===== config.mk =====
export PLATFORM = sky130hd
export DESIGN_NAME = cpu_video_timing_flat
export DESIGN_NICKNAME = d
export VERILOG_FILES = /design/src/rtl/cpu_video_timing_pkg.sv /design/src/rtl/cpu_video_timing_if.sv /design/src/rtl/cpu_video_timing_cpu_phase_gen.sv /design/src/rtl/cpu_video_timing.sv /design/src/flat_wrapper.sv
export SDC_FILE = /design/constraint.sdc
export NUM_CORES = 1
export LEC_CHECK = 0
export BUFFER_PORTS_ARGS = -buffer_cell sky130_fd_sc_hd__buf_2
export CAP_MARGIN = 20
export CORE_MARGIN = 1
export CORE_UTILIZATION = 45
export DETAILED_ROUTE_END_ITERATION = 8
export PLACE_DENSITY = 0.74
export SLEW_MARGIN = 20
export SYNTH_ARGS = -nofsm -noshare
export SYNTH_HDL_FRONTEND = slang
export SYNTH_SLANG_ARGS = --single-unit

===== constraint.sdc =====
create_clock -name clk_10M -period 2.5 [get_ports clk_10M]
set_clock_uncertainty 0.1 [all_clocks]
set_input_delay 0.125 -clock clk_10M [delete_from_list [all_inputs] [get_ports clk_10M]]
set_output_delay 0.125 -clock clk_10M [all_outputs]
set_load 0.01 [all_outputs]

===== src/rtl/cpu_video_timing_pkg.sv =====
// Video/CPU timing constants shared with the video and sound blocks,
// plus the CPU phase state encoding and a half-open range decode helper.
package timing_pkg;

   localparam int unsigned H_TOTAL_DEF      = 320;
   localparam int unsigned V_TOTAL_DEF      = 256;
   localparam int unsigned HBLANK_START_DEF = 256;
   localparam int unsigned HSYNC_START_DEF  = 272;
   localparam int unsigned HSYNC_END_DEF    = 304;
   localparam int unsigned VBLANK_START_DEF = 231;
   localparam int unsigned VSYNC_START_DEF  = 240;
   localparam int unsigned VSYNC_END_DEF    = 243;
   localparam int unsigned EXT_CYCLES_DEF   = 4;

   // One-hot encoding so a corrupted state register is caught by the default arm.
   typedef enum logic [1:0] {
      PH_RUN    = 2'b01,
      PH_EXTEND = 2'b10
   } phase_state_e;

   function automatic logic in_window(input logic [8:0] val,
                                      input logic [8:0] lo,
                                      input logic [8:0] hi);
      return (val >= lo) && (val < hi);
   endfunction

endpackage


===== src/rtl/cpu_video_timing_if.sv =====
// Timing generator outputs and the slow-access stretch request.
interface cpu_video_timing_if;
   logic       slow_req;
   logic       pix_ce;
   logic [8:0] hcnt;
   logic [7:0] vcnt;
   logic       hsync_n;
   logic       vsync_n;
   logic       hblank;
   logic       vblank;
   logic       s_phi_x;
   logic       s_phi_extend;
   logic       frame_start;

   modport master (
      input  slow_req,
      output pix_ce, hcnt, vcnt, hsync_n, vsync_n, hblank, vblank,
             s_phi_x, s_phi_extend, frame_start
   );

   modport slave (
      output slow_req,
      input  pix_ce, hcnt, vcnt, hsync_n, vsync_n, hblank, vblank,
             s_phi_x, s_phi_extend, frame_start
   );
endinterface


===== src/rtl/cpu_video_timing_cpu_phase_gen.sv =====
// CPU phase generator: 8-clock phi cycle whose high phase is stretched by
// EXT_CYCLES clocks when slow_req is seen at the end of a high phase.
module cpu_phase_gen
   import timing_pkg::*;
#(
   parameter int unsigned EXT_CYCLES = EXT_CYCLES_DEF
) (
   input  logic clk_10M,
   input  logic reset,
   input  logic slow_req,
   output logic s_phi_x,
   output logic s_phi_extend
);

   localparam logic [3:0] L_EXT_LOAD = 4'(EXT_CYCLES - 1);

   phase_state_e r_state;
   logic [2:0]   r_cpu_cnt;
   logic [3:0]   r_ext_cnt;
   logic         r_phi_x;
   logic         r_phi_extend;
   logic [2:0]   w_cnt_inc;

   assign w_cnt_inc    = r_cpu_cnt + 3'd1;
   assign s_phi_x      = r_phi_x;
   assign s_phi_extend = r_phi_extend;

   // Phase counter and RUN/EXTEND stretch FSM; phi follows the next count's MSB.
   always_ff @(posedge clk_10M) begin
      if (reset) begin
         r_state      <= PH_RUN;
         r_cpu_cnt    <= 3'd0;
         r_ext_cnt    <= 4'd0;
         r_phi_x      <= 1'b0;
         r_phi_extend <= 1'b0;
      end else begin
         case (r_state)
            PH_RUN: begin
               if ((r_cpu_cnt == 3'd7) && slow_req) begin
                  r_state      <= PH_EXTEND;
                  r_ext_cnt    <= L_EXT_LOAD;
                  r_phi_x      <= 1'b1;
                  r_phi_extend <= 1'b1;
               end else begin
                  r_cpu_cnt    <= w_cnt_inc;
                  r_phi_x      <= w_cnt_inc[2];
                  r_phi_extend <= 1'b0;
               end
            end
            PH_EXTEND: begin
               if (r_ext_cnt != 4'd0) begin
                  r_ext_cnt <= r_ext_cnt - 4'd1;
               end else begin
                  r_state      <= PH_RUN;
                  r_cpu_cnt    <= 3'd0;
                  r_phi_x      <= 1'b0;
                  r_phi_extend <= 1'b0;
               end
            end
            default: begin
               r_state      <= PH_RUN;
               r_cpu_cnt    <= 3'd0;
               r_ext_cnt    <= 4'd0;
               r_phi_x      <= 1'b0;
               r_phi_extend <= 1'b0;
            end
         endcase
      end
   end

endmodule


===== src/rtl/cpu_video_timing.sv =====
// Master timing generator: pixel enable, video counters with sync/blank
// decode, and the CPU phase pair from cpu_phase_gen.
module cpu_video_timing
   import timing_pkg::*;
#(
   parameter int unsigned H_TOTAL      = H_TOTAL_DEF,
   parameter int unsigned V_TOTAL      = V_TOTAL_DEF,
   parameter int unsigned HBLANK_START = HBLANK_START_DEF,
   parameter int unsigned HSYNC_START  = HSYNC_START_DEF,
   parameter int unsigned HSYNC_END    = HSYNC_END_DEF,
   parameter int unsigned VBLANK_START = VBLANK_START_DEF,
   parameter int unsigned VSYNC_START  = VSYNC_START_DEF,
   parameter int unsigned VSYNC_END    = VSYNC_END_DEF,
   parameter int unsigned EXT_CYCLES   = EXT_CYCLES_DEF
) (
   input  logic               clk_10M,
   input  logic               reset,
   cpu_video_timing_if.master vt
);

   localparam logic [8:0] L_H_LAST       = 9'(H_TOTAL - 1);
   localparam logic [7:0] L_V_LAST       = 8'(V_TOTAL - 1);
   localparam logic [8:0] L_H_TOTAL      = 9'(H_TOTAL);
   localparam logic [8:0] L_V_TOTAL      = 9'(V_TOTAL);
   localparam logic [8:0] L_HBLANK_START = 9'(HBLANK_START);
   localparam logic [8:0] L_HSYNC_START  = 9'(HSYNC_START);
   localparam logic [8:0] L_HSYNC_END    = 9'(HSYNC_END);
   localparam logic [8:0] L_VBLANK_START = 9'(VBLANK_START);
   localparam logic [8:0] L_VSYNC_START  = 9'(VSYNC_START);
   localparam logic [8:0] L_VSYNC_END    = 9'(VSYNC_END);

   logic       r_pixdiv;
   logic       r_pix_ce;
   logic [8:0] r_hcnt;
   logic [7:0] r_vcnt;
   logic       r_hsync_n;
   logic       r_vsync_n;
   logic       r_hblank;
   logic       r_vblank;
   logic       r_frame_start;
   logic       w_line_end;
   logic       w_frame_end;
   logic [8:0] w_hcnt_nxt;
   logic [7:0] w_vcnt_nxt;

   // Next-state counter values; decodes are taken from these so they line up.
   always_comb begin
      w_line_end  = r_pix_ce && (r_hcnt == L_H_LAST);
      w_frame_end = w_line_end && (r_vcnt == L_V_LAST);
      w_hcnt_nxt  = r_hcnt;
      w_vcnt_nxt  = r_vcnt;
      if (w_line_end) begin
         w_hcnt_nxt = 9'd0;
         if (w_frame_end) begin
            w_vcnt_nxt = 8'd0;
         end else begin
            w_vcnt_nxt = r_vcnt + 8'd1;
         end
      end else if (r_pix_ce) begin
         w_hcnt_nxt = r_hcnt + 9'd1;
      end else begin
         w_hcnt_nxt = r_hcnt;
      end
   end

   // Pixel divider, video counters and registered sync/blank decode.
   always_ff @(posedge clk_10M) begin
      if (reset) begin
         r_pixdiv      <= 1'b0;
         r_pix_ce      <= 1'b0;
         r_hcnt        <= 9'd0;
         r_vcnt        <= 8'd0;
         r_hsync_n     <= 1'b1;
         r_vsync_n     <= 1'b1;
         r_hblank      <= 1'b0;
         r_vblank      <= 1'b0;
         r_frame_start <= 1'b0;
      end else begin
         r_pixdiv      <= ~r_pixdiv;
         r_pix_ce      <= r_pixdiv;
         r_hcnt        <= w_hcnt_nxt;
         r_vcnt        <= w_vcnt_nxt;
         r_hblank      <= in_window(w_hcnt_nxt, L_HBLANK_START, L_H_TOTAL);
         r_hsync_n     <= ~in_window(w_hcnt_nxt, L_HSYNC_START, L_HSYNC_END);
         r_vblank      <= in_window({1'b0, w_vcnt_nxt}, L_VBLANK_START, L_V_TOTAL);
         r_vsync_n     <= ~in_window({1'b0, w_vcnt_nxt}, L_VSYNC_START, L_VSYNC_END);
         r_frame_start <= w_frame_end;
      end
   end

   assign vt.pix_ce      = r_pix_ce;
   assign vt.hcnt        = r_hcnt;
   assign vt.vcnt        = r_vcnt;
   assign vt.hsync_n     = r_hsync_n;
   assign vt.vsync_n     = r_vsync_n;
   assign vt.hblank      = r_hblank;
   assign vt.vblank      = r_vblank;
   assign vt.frame_start = r_frame_start;

   cpu_phase_gen #(
      .EXT_CYCLES (EXT_CYCLES)
   ) u_cpu_phase_gen (
      .clk_10M      (clk_10M),
      .reset        (reset),
      .slow_req     (vt.slow_req),
      .s_phi_x      (vt.s_phi_x),
      .s_phi_extend (vt.s_phi_extend)
   );

endmodule


===== src/flat_wrapper.sv =====
// flat-port wrapper written by rule: the top's interface ports become plain ports
module cpu_video_timing_flat import timing_pkg::*;
#(
   parameter int unsigned H_TOTAL      = H_TOTAL_DEF,
   parameter int unsigned V_TOTAL      = V_TOTAL_DEF,
   parameter int unsigned HBLANK_START = HBLANK_START_DEF,
   parameter int unsigned HSYNC_START  = HSYNC_START_DEF,
   parameter int unsigned HSYNC_END    = HSYNC_END_DEF,
   parameter int unsigned VBLANK_START = VBLANK_START_DEF,
   parameter int unsigned VSYNC_START  = VSYNC_START_DEF,
   parameter int unsigned VSYNC_END    = VSYNC_END_DEF,
   parameter int unsigned EXT_CYCLES   = EXT_CYCLES_DEF
)
  (clk_10M, reset, vt_slow_req, vt_pix_ce, vt_hcnt, vt_vcnt, vt_hsync_n, vt_vsync_n, vt_hblank, vt_vblank, vt_s_phi_x, vt_s_phi_extend, vt_frame_start);
  cpu_video_timing_if vt_i ();
  input  logic clk_10M;
  input  logic reset;
  input wire logic [$bits(vt_i.slow_req)-1:0] vt_slow_req;
  output wire logic [$bits(vt_i.pix_ce)-1:0] vt_pix_ce;
  output wire logic [$bits(vt_i.hcnt)-1:0] vt_hcnt;
  output wire logic [$bits(vt_i.vcnt)-1:0] vt_vcnt;
  output wire logic [$bits(vt_i.hsync_n)-1:0] vt_hsync_n;
  output wire logic [$bits(vt_i.vsync_n)-1:0] vt_vsync_n;
  output wire logic [$bits(vt_i.hblank)-1:0] vt_hblank;
  output wire logic [$bits(vt_i.vblank)-1:0] vt_vblank;
  output wire logic [$bits(vt_i.s_phi_x)-1:0] vt_s_phi_x;
  output wire logic [$bits(vt_i.s_phi_extend)-1:0] vt_s_phi_extend;
  output wire logic [$bits(vt_i.frame_start)-1:0] vt_frame_start;
  assign vt_i.slow_req = vt_slow_req;
  assign vt_pix_ce = vt_i.pix_ce;
  assign vt_hcnt = vt_i.hcnt;
  assign vt_vcnt = vt_i.vcnt;
  assign vt_hsync_n = vt_i.hsync_n;
  assign vt_vsync_n = vt_i.vsync_n;
  assign vt_hblank = vt_i.hblank;
  assign vt_vblank = vt_i.vblank;
  assign vt_s_phi_x = vt_i.s_phi_x;
  assign vt_s_phi_extend = vt_i.s_phi_extend;
  assign vt_frame_start = vt_i.frame_start;
  cpu_video_timing #(.H_TOTAL(H_TOTAL), .V_TOTAL(V_TOTAL), .HBLANK_START(HBLANK_START), .HSYNC_START(HSYNC_START), .HSYNC_END(HSYNC_END), .VBLANK_START(VBLANK_START), .VSYNC_START(VSYNC_START), .VSYNC_END(VSYNC_END), .EXT_CYCLES(EXT_CYCLES)) u_core (.clk_10M(clk_10M), .reset(reset), .vt(vt_i));
endmodule

* Word-level counts from Yosys, hierarchy flattened
Index checks and enable logic that the tools add are counted.
** Word-level totals
- Bits in registers :: 35
- Bits in read-only memories :: 0
- Memories kept :: 0
- Output and inout port bits :: 25
- Bits in latches :: 0
- Logic and storage cells :: 65
- Memory bits (writable) :: 0
** Cells by class
- Order comparisons :: 7
- Bitwise gates (word level) :: 3
- Shift-type cells :: 0
- Muxes and demuxes :: 18
- Equality and inequality tests :: 9
- Reductions and logical operators :: 10
- $add $sub $neg :: 4
- Divide/modulo/power cells :: 0
- $mul :: 0
** Operator list (count)
- 9-bit greater-or-equal comparator, second input constant :: 2
- 9-bit < comparator, second input constant :: 2
- 9-bit 2-to-1 mux :: 2
- 8-bit greater-or-equal comparator, second input constant :: 2
- 8-bit 2-to-1 mux :: 2
- 9-bit by 1-bit adder with 9-bit output, second input constant :: 1
- 9-bit == test, second input constant :: 1
- 8-bit by 1-bit adder with 8-bit output, second input constant :: 1
- 8-bit == test, second input constant :: 1
- 8-bit < comparator, second input constant :: 1
- 4-bit 2-to-1 mux :: 2
- 2-bit != test, second input constant :: 4
- 4-bit one-hot mux with 2 select lines :: 1
- 1-bit logical AND :: 6
- 3-bit 2-to-1 mux :: 2
- 3-bit one-hot mux with 2 select lines :: 1
- 2-bit AND reduction :: 3
- 2-bit 2-to-1 mux :: 2
- 1-bit one-hot mux with 2 select lines :: 2
- 2-bit one-hot mux with 2 select lines :: 1
- 4-bit nonzero test :: 1
- 4-bit by 1-bit subtractor with 4-bit output, second input constant :: 1
- 3-bit by 1-bit adder with 3-bit output, second input constant :: 1
- 3-bit == test, second input constant :: 1
- 4 further kinds :: 8

* Depth between registers and ports, before layout
Gate-level depths: netlist of run 1.
- Depth after elaboration :: 8
- Depth in mapped cells :: 7

* Cells and area by module
Synthesis of run 1 repeated with hierarchy kept, for this count alone.
** Unflattened totals
- Cell total of the unflattened synthesis :: 213
- Area, all modules :: 1840.5 µm²
** By module, submodules not included
- cpu_video_timing :: cells an instance 141, instances 1, area each 1194.9 µm²
- cpu_phase_gen :: cells an instance 72, instances 1, area each 645.6 µm²

* Worst setup path before layout of run 1
OpenSTA, ideal clock, no wires.
- Path type :: reg2reg
- Start :: reg u_core.r_hcnt[0], in the netlist u_core.vt.hcnt[0]
- End :: reg u_core.r_hsync_n, in the netlist u_core.vt.hsync_n
- Data arrival time :: 1869 ps
- Library setup time :: 130 ps
- Path slack :: 400 ps
- Stages on the path, launching flop included :: 8
- Period minus slack after synthesis :: 2100 ps
- Path buffers :: 1
- Cells stage by stage :: dfxtp_1 ha_1 nand4_2 or2_1 clkbuf_2 or4b_4 o31ai_4 o211ai_1
** On the way
- Longest elaborated chain between the ends :: 6
- Elaborated cells on any way between the ends :: 9
** Ends and longest elaborated chain
- from (decl) :: RTL line cpu_video_timing.sv:34 : logic [8:0] r_hcnt;
- from (signal assigned) :: RTL line cpu_video_timing.sv:81 : r_hcnt <= w_hcnt_nxt;
- 9-bit by 1-bit adder with 9-bit output or 9-bit == test (tied branches) :: RTL line cpu_video_timing.sv:60, cpu_video_timing.sv:48
- 9-bit 2-to-1 mux or 1-bit logical AND (tied branches) :: RTL line cpu_video_timing.sv:59, cpu_video_timing.sv:48
- 9-bit 2-to-1 mux (*) :: RTL line cpu_video_timing.sv:52 : if (w_line_end) begin
- 9-bit greater-or-equal comparator or 9-bit < comparator (tied branches) :: RTL line cpu_video_timing_pkg.sv:24 : return (val >= lo) && (val < hi);
- 1-bit logical AND (*) :: RTL line cpu_video_timing_pkg.sv:24
- 1-bit NOT (*) :: RTL line cpu_video_timing.sv:84 : r_hsync_n <= ~in_window(w_hcnt_nxt, L_HSYNC_START, L_HSYNC_END);
- to (signal assigned) :: RTL line cpu_video_timing.sv:84
- to (decl) :: RTL line cpu_video_timing.sv:36 : logic r_hsync_n;
Mark *: on every way between the ends. The rest lies on a longest branch, timed or not.
A chain may end at the register's enable or synchronous reset.

* Worst setup path in the final report of run 1
- Start :: reg u_core.r_hcnt[0], in the netlist u_core.vt.hcnt[0]
- End :: reg u_core.r_vsync_n, in the netlist u_core.vt.vsync_n
** On the way
- Longest elaborated chain between the ends :: 8
- Elaborated cells on any way between the ends :: 9
** Ends and longest elaborated chain
- 9-bit == test (*) :: RTL line cpu_video_timing.sv:48 : w_line_end = r_pix_ce && (r_hcnt == L_H_LAST);
- 1-bit logical AND (*) :: RTL line cpu_video_timing.sv:48
- 1-bit logical AND :: RTL line cpu_video_timing.sv:49 : w_frame_end = w_line_end && (r_vcnt == L_V_LAST);
- 8-bit 2-to-1 mux :: RTL line cpu_video_timing.sv:54 : if (w_frame_end) begin
- 8-bit 2-to-1 mux (*) :: RTL line cpu_video_timing.sv:52
- 8-bit greater-or-equal comparator or 8-bit < comparator (tied branches) :: RTL line cpu_video_timing_pkg.sv:24
- 1-bit logical AND (*) :: RTL line cpu_video_timing_pkg.sv:24
- 1-bit NOT (*) :: RTL line cpu_video_timing.sv:86 : r_vsync_n <= ~in_window({1'b0, w_vcnt_nxt}, L_VSYNC_START, L_VSYNC_END);
- to (signal assigned) :: RTL line cpu_video_timing.sv:86
- to (decl) :: RTL line cpu_video_timing.sv:37 : logic r_vsync_n;
Marked as above.

==> results of run 1 <==
power breakdown:
part           total [mW]  internal [mW]  switching (mW)
sequential          0.576          0.568         0.00847
clock               0.367          0.185           0.181
combinational      0.0408         0.0167          0.0241
total               0.984          0.770           0.214
worst max-delay path: cells and delay by family, from the launching register on:
| kind | cells | cell delay (ns) |
|---|---|---|
| compound gates | 2 | 0.41 |
| simple gates | 3 | 0.93 |
| fa+ha+maj | 1 | 0.24 |
| flops | 1 | 0.42 |
cell usage in the layout, fill, tap and decap left out, drive strengths merged, types with 6 or more instances in the layout:
cell,count
buf,29
clkbuf,6
o21ai,17
nand4,9
nand3,7
dfxtp,35
nor2,23
nor3,10
inv,8
nand2,21
a21oi,19
ha,8
logic make-up after synthesis:
| family | share of synthesized area [%] |
|---|---|
| and+or+nand+nor | 29.7 |
| AOI/OAI and AO/OA | 15.6 |
| DFF | 38.6 |
| buffers and inverters | 4.62 |
| xor gates and xnor gates | 4.83 |
| adders and majority gates | 5.52 |
| muxes | 1.10 |
registers in the layout, summed over array words and instances (netlist names):
register / cells
u_core.vt.vcnt: 8
u_core.u_cpu_phase_gen.s_phi_x: 1
u_core.vt.hsync_n: 1
u_core.r_pixdiv: 1
u_core.vt.hcnt: 9
u_core.u_cpu_phase_gen.r_state: 2
u_core.u_cpu_phase_gen.r_cpu_cnt: 3
u_core.vt.vblank: 1
u_core.vt.frame_start: 1
u_core.vt.hblank: 1
u_core.u_cpu_phase_gen.r_ext_cnt: 4
u_core.u_cpu_phase_gen.s_phi_extend: 1
u_core.vt.vsync_n: 1
u_core.vt.pix_ce: 1
synthesized netlist by cell type, drive strengths merged:
cell	count
a2111oi	1
a211oi	2
a21boi	1
a21o	1
a21oi	19
a22oi	1
a41oi	1
and2	1
and3	2
buf	5
clkbuf	7
dfxtp	35
ha	8
inv	8
mux2i	2
nand2	21
nand2b	2
nand3	7
nand3b	1
nand4	9
nand4b	1
nand4bb	1
nor2	23
nor2b	4
nor3	10
nor3b	4
nor4	5
nor4bb	1
o211ai	1
o21ai	17
o21bai	1
o31ai	1
or2	1
or3	2
or3b	2
or4	1
or4b	1
xnor2	5
xor2	5
cell type report:
| cell class | instances | area [um2] | share of cell area (%) |
|---|---|---|---|
| Inverter | 8 | 30.0 | 1.47 |
| Sequential cell | 35 | 701 | 34.3 |
| Multi-Input combinational cell | 165 | 1030 | 50.4 |
| Timing Repair Buffer | 29 | 150 | 7.35 |
| Tap cell | 48 | 60.1 | 2.94 |
| Clock buffer | 6 | 72.6 | 3.55 |
through the flow:
step	setup slack (ns)	hold slack, ns	std cells	area (um2)
floorplan	0.400	0.134	220	1810
global placement	0.378	0.293	285	1970
detailed placement	0.275	0.299	285	1970
CTS	0.268	0.161	291	2040
global route	0.114	0.225	291	2040
finish	0.263	0.166	291	2040
worst min path at each step:
stage,endpoint,cells past startpoint
after global routing,u_core.u_cpu_phase_gen.r_cpu_cnt[0],4
after floorplan,u_core.vt.hblank,1
after global placement,u_core.r_pixdiv,1
final,u_core.u_cpu_phase_gen.r_cpu_cnt[0],4
after detailed placement,u_core.r_pixdiv,1
after CTS,u_core.u_cpu_phase_gen.r_cpu_cnt[0],4
per-layer routing:
layer	share of wire, %	GRT usage [%]	up-vias
met2	43	28.5	48
li1	-	-	823
met3	5.9	7.12	8
met5	0	0	-
met1	50	24.8	703
met4	1.5	6.25	0
==> results_dict.tcl, run 1 <==
set metrics [dict create \
    status "completed" \
    synth_top_area_share_pct 38.6 \
    max_clock_freq_ghz 0.447 \
    crit_chain "ha_1 -> nand4_2 -> or4_1 -> a21o_1 -> a21oi_2 -> nand4b_1" \
    viasPerCell 5.44 \
    grt_overflow 0 \
    coreArea_um2 3770 \
    htree_levels 2 \
    routabilityCongestion 0.916 \
    grt_max_degree 34 \
    power_density_nw_per_um2 481 \
    fin_crit_sh_pct 89.5 \
    final_layout_size_suffix_gt1_share_pct 16.9 \
    fin_crit_ns 2.24 \
    finalHoldViolCount 0 \
    finalSetupViolCount 0 \
    worstPathRequired_ns 2.55 \
    reg2reg_depth 6 \
    die_h_um 65.5 \
    cp-startpoint "u_core.vt.hcnt[0]" \
    yosys.area.top_type "dfxtp_1" \
    tightest_slew_ns 0.656 \
    drt-pass1-iter-count 5 \
    endpoint_kind "flop" \
    yosys_register_bits 35 \
    drt_wl_total_mm 3.62 \
    drv_cap 0 \
    post_cts_buffers 0 \
    hpwlAfterDp_mm 2.57 \
    synth_area_leaders "dfxtp_1, ha_1, a21oi_1" \
    ant_nets 0 \
    syn-cell-area_um2 1810 \
    diodes 0 \
    synth.distinct_cells 45 \
    slew_violations 0 \
    critPathKind "flop to flop" \
    crit_fanout 8 \
    ff2ff_setup_slack_ns 0.26 \
    cts_buffer_depth 2 \
    rows 22 \
    max-slew-margin-rel_pct 56.2 \
    setup.worst_path.start_class "flop" \
    synth_nets 231 \
    rsz0062_at_grt "no" \
    grt_pass1_vias 1416 \
    root_buffer "clkbuf_8" \
    grt_pass1_wl_mm 6.25 \
    critPathSlowestCell "or4_1" \
    final_util_pct 54.2 \
    hold_class "primary input to flop" \
    numCtsBuffers 5 \
    crit_arrival_ns 2.28 \
    numClockSinks 35 \
    endpoint "u_core.vt.vsync_n" \
    area_delta_synth_final_pct 12.6 \
    antenna_found_initial 0 \
    syn_inst 220 \
    drc 0 \
    dr.first_iter.drc_count 78 \
    power_mw 0.984 \
    clock_latency_ns 0.28 \
    max_stage_delay_ns 0.60 \
    clk_pin_slew_ns 0.07 \
    chipWidth_um 65.5 \
    yosys_warnings 0 \
    power_leakage_nw 0.777 \
    finalSetupTns_ns 0 \
    grt_usage_pct 18.9 \
    start_util_pct 48.1 \
    cts_resized 0 \
    hold_start "vt_slow_req" \
    syn_area_per_cell_um2 8.25 \
    finalNetCount 255 \
    tritoncts "done" \
    io_pins 28 \
    rr_endpoint "u_core.vt.vsync_n" \
    r2r_start "u_core.vt.hcnt[0]" \
    dr_total_vias 1582 \
    seq_area_frac_synth_pct 38.6 \
    ctsHoldBuffers 0 \
    drt-wirelength-per-cell_um 12.4 \
    fill_cells 354 \
    dieArea_um2 4290 \
    io_buffers 27 \
    ir_worst_vdd_uv 358 \
]
Note: power is estimated with default switching activity, not from simulation.
==> run 2: changes to the inputs <==
GPL_TIMING_DRIVEN = 0   (was unset)
==> run 2 against run 1 <==
  * Cell area rose by 2.4%
  * Die area did not move
  * Via count rose by 5.5%
  * Sequential share of layout area fell by 0.82 points
  * Critical path type unchanged
==> results_dict.tcl, run 2 (synthesized netlist as in run 1, its figures left out) <==
set metrics [dict create \
    status "completed" \
    critPathKind "flop to flop" \
    largest_reg_flops 9 \
    max_clock_freq_ghz 0.440 \
    ant_nets 0 \
    drt-pass1-iter-count 4 \
    root_buffer "clkbuf_8" \
    hold_start "reset" \
    dr_total_vias 1669 \
    tritoncts "done" \
    grt_overflow 0 \
    start_util_pct 48.1 \
    dr.first_iter.drc_count 89 \
    power_density_nw_per_um2 486 \
    numCtsBuffers 5 \
    dieArea_um2 4290 \
    chipWidth_um 65.5 \
    grt_usage_pct 19.6 \
    grt_max_degree 12 \
    fin_crit_ns 2.27 \
    crit_chain "ha_1 -> nand4_2 -> nor4_2 -> clkbuf_1 -> o21ai_0 -> a21oi_1 -> nor2_1" \
    fin_crit_sh_pct 90.8 \
    grt_pass1_wl_mm 6.35 \
    dp_cells 295 \
    rows 22 \
    slew_violations 0 \
    cts_resized 0 \
    drv_cap 0 \
    hold_class "primary input to flop" \
    rsz0062_at_grt "no" \
    holdWs_ns 0.0404 \
    final_common_cell "dfxtp_1" \
    drt_wl_total_mm 3.82 \
    r2r_start "u_core.vt.hcnt[0]" \
    finalNonFillerCells 303 \
    finalHoldViolCount 0 \
    drt-wirelength-per-cell_um 12.6 \
    io_buffers 27 \
    grt_pass1_vias 1472 \
    worstPathRequired_ns 2.56 \
    max_stage_delay_ns 0.43 \
    endpoint_kind "flop" \
    crit_arrival_ns 2.33 \
    final_util_pct 55.5 \
    antenna_found_initial 0 \
    ir_worst_vdd_uv 374 \
    htree_levels 2 \
    max-slew-margin-rel_pct 54.8 \
    finalSetupTns_ns 0 \
    power_leakage_nw 0.815 \
    clock_latency_ns 0.29 \
    viasPerCell 5.51 \
    crit_fanout 10 \
    routabilityCongestion 0.877 \
    critPathSlowestCell "dfxtp_1" \
    coreArea_um2 3770 \
    final_layout_size_suffix_gt1_share_pct 19.2 \
    hpwlAfterDp_mm 2.66 \
    die_h_um 65.5 \
    finalSetupViolCount 0 \
    area_delta_synth_final_pct 15.4 \
    clk_pin_slew_ns 0.07 \
    cts_buffer_depth 2 \
    numClockSinks 35 \
    diodes 0 \
    cp-startpoint "u_core.vt.hcnt[0]" \
    tightest_slew_ns 0.677 \
    drc 0 \
    post_cts_buffers 0 \
    setup.worst_path.start_class "flop" \
    io_pins 28 \
    fill_cells 364 \
    ctsHoldBuffers 0 \
    finalNetCount 265 \
    final_cell_mix "dfxtp_1, buf_2, nor2_1" \
]
[run 2: layout make-up]
type                       instances  area (um2)  area share [%]
clock inverter                     3        15.0           0.717
buffer                            12        53.8            2.57
tap                               48        60.1            2.87
multi-input combinational        165        1030            49.2
clock buffer                       5        68.8            3.29
sequential                        35         701            33.5
timing repair buffer              27         135            6.46
inverter                           8        30.0            1.43
[run 2: power breakdown]
group	internal [mW]	switching (mW)	total (mW)
clock network	0.191	0.207	0.398
registers	0.567	0.00728	0.574
logic	0.0184	0.0278	0.0462
total	0.776	0.242	1.02
[run 2: critical path, delay by kind of cell (launching register included)]
kind,cells,cell delay [ns]
DFF,1,0.43
AOI/OAI and AO/OA,2,0.34
buffers and inverters,1,0.43
adders and majority gates,1,0.24
and+or+nand+nor,3,0.60
[run 2: per-stage QoR]
| step | total power, mW | area (um2) | setup WS (ns) |
|---|---|---|---|
| global route | 1.06 | 2090 | 0.0360 |
| floorplan | 0.617 | 1810 | 0.400 |
| CTS | 1.03 | 2090 | 0.247 |
| global placement | 0.632 | 2010 | 0.284 |
| detailed placement | 0.634 | 2010 | 0.276 |
| finish | 1.02 | 2090 | 0.229 |
[run 2: path summary, 6_finish.rpt]
kind | end | slack [ns] | cells after the start
setup / recovery | u_core.vt.vcnt[5] | 0.23 | 7
hold / removal | u_core.vt.hblank | 0.04 | 2
setup reg to reg | u_core.vt.vcnt[5] | 0.23 | 7
hold reg to reg | u_core.r_pixdiv | 0.31 | 1
[run 2: per-layer routing]
metal	track usage (%)	share of wire, %
met5	0	0
met4	7.88	1.9
met3	5.73	6.9
met2	29.9	45
met1	25.7	46
==> run 3: changes to the inputs <==
CAP_MARGIN = 0   (was 20)
clock period = 2.1 ns   (was 2.5 ns; I/O delays follow)
==> run 3 against run 2 <==
  * Routed wire length is 4.8% higher
  * Critical path depth is the same
  * Cell count is 0.66% higher
  * Core utilization rose by 2.2 points
  * Fmax grew 12%
  * Setup slack got worse by 0.15 ns
  * Combinational power increased by 35%
  * Global-route usage about the same
  * Sequential cell count is the same
  * Largest power group unchanged
==> results_dict.tcl, run 3 (synthesized netlist as in run 1, its figures left out) <==
set metrics [dict create \
    cts_buffer_depth 2 \
    drc 0 \
    clk_pin_slew_ns 0.07 \
    routabilityCongestion 0.877 \
    grt_pass1_vias 1467 \
    final_layout_size_suffix_gt1_share_pct 24.1 \
    dr.first_iter.drc_count 79 \
    dr_total_vias 1729 \
    drt_wl_total_mm 4.01 \
    hold_class "primary input to flop" \
    hpwlAfterDp_mm 2.66 \
    ant_nets 0 \
    max-slew-margin-rel_pct 56.3 \
    slew_violations 0 \
    diodes 0 \
    fin_crit_ns 2.02 \
    holdWs_ns 0.0198 \
    finalSetupTns_ns 0 \
    fin_crit_sh_pct 96.2 \
    coreArea_um2 3770 \
    grt_usage_pct 19.6 \
    grt_overflow 0 \
    max_clock_freq_ghz 0.495 \
    start_util_pct 48.1 \
    drt-pass1-iter-count 4 \
    drv_cap 0 \
    finalNetCount 267 \
    final_cell_mix "dfxtp_1, buf_2, nor2_1" \
    antenna_found_initial 0 \
    fill_cells 349 \
    tritoncts "done" \
    place_ws_ns -0.124 \
    numCtsBuffers 5 \
    finalSetupViolCount 0 \
    clock_latency_ns 0.29 \
    endpoint_kind "flop" \
    drt-wirelength-per-cell_um 13.1 \
    largest_reg_flops 9 \
    setup_slack_ns 0.0799 \
    seqCellArea_um2 713 \
    area_delta_synth_final_pct 20.0 \
    worstPathRequired_ns 2.17 \
    power_leakage_nw 0.841 \
    final_common_cell "dfxtp_1" \
    status "completed" \
    setup.worst_path.start_class "flop" \
    dp_cells 295 \
    io_pins 28 \
    multi_input_area_um2 1080 \
    rows 22 \
    finalNonFillerCells 305 \
    dieArea_um2 4290 \
    chipWidth_um 65.5 \
    root_buffer "clkbuf_8" \
    crit_arrival_ns 2.09 \
    io_buffers 27 \
    ir_worst_vdd_uv 446 \
    finalHoldViolCount 0 \
    crit_fanout 6 \
    critPathKind "flop to flop" \
    die_h_um 65.5 \
    grt_max_degree 12 \
    htree_levels 2 \
    viasPerCell 5.67 \
    grt_pass1_wl_mm 6.34 \
    power_density_nw_per_um2 559 \
    numClockSinks 35 \
    tightest_slew_ns 0.654 \
]
==> run 3: changes by cell type in the layout (fill, tap and decap cells not counted), sizes merged <==
| cell | delta |
|---|---|
| clkbuf | +2 |
==> run 3: per-stage QoR <==
| stage | total power [mW] | util [%] | cell area, um2 |
|---|---|---|---|
| 6_report | 1.22 | 57.7 | 2180 |
| 3_5_place_dp | 0.755 | 53.3 | 2010 |
| 3_3_place_gp | 0.752 | 53.3 | 2010 |
| 5_1_grt | 1.27 | 57.7 | 2180 |
| 2_1_floorplan | 0.734 | - | 1810 |
| 4_1_cts | 1.23 | 56.0 | 2110 |
==> run 3: what timing repair did <==
item,CTS,global route
gates resized for setup,7,13
hold buffers,0,0
pin swaps,1,1
gates cloned,0,0
endpoints found under the setup margin,6,5
setup buffers,0,2
==> run 3: path summary, 6_finish.rpt <==
check	end	slack, ns	start	cells past startpoint
max	u_core.vt.hsync_n	0.08	u_core.vt.hcnt[1]	7
min	u_core.vt.hblank	0.02	reset	2
max reg2reg	u_core.vt.hsync_n	0.08	u_core.vt.hcnt[1]	7
min reg2reg	u_core.r_pixdiv	0.31	u_core.r_pixdiv	1
==> run 3: final cells by class <==
class | count | area share [%]
buffer | 12 | 2.82
clock buffer | 5 | 3.16
clock inverter | 3 | 0.690
inverter | 8 | 1.38
multi-input combinational | 165 | 49.5
sequential | 35 | 32.8
tap | 48 | 2.76
timing repair buffer | 29 | 6.90
==> run 3: per-layer routing <==
metal / vias to the layer above / share of wire (%) / global-route usage, % / wire length [um]
li1: 853 / - / - / -
met1: 815 / 46 / 25.5 / 1840
met5: - / 0 / 0 / 0
met2: 57 / 47 / 29.9 / 1880
met4: 0 / 0.97 / 8.42 / 39
met3: 4 / 6.3 / 5.73 / 253
==> run 3: where the power goes <==
| group | leakage [nW] | internal [mW] | total, mW | switching (mW) |
|---|---|---|---|---|
| clock network | 0.0477 | 0.227 | 0.473 | 0.246 |
| registers | 0.286 | 0.673 | 0.682 | 0.00905 |
| logic | 0.507 | 0.0264 | 0.0622 | 0.0358 |
==> run 3: worst max-delay path, stage by stage (launching register included) <==
cell and delay [ns]:
dfxtp_4 0.38, ha_4 0.16, nand4_4 0.15, or2_1 0.24, clkbuf_2 0.15, or4b_4 0.54, o31ai_4 0.07, o211ai_1 0.11
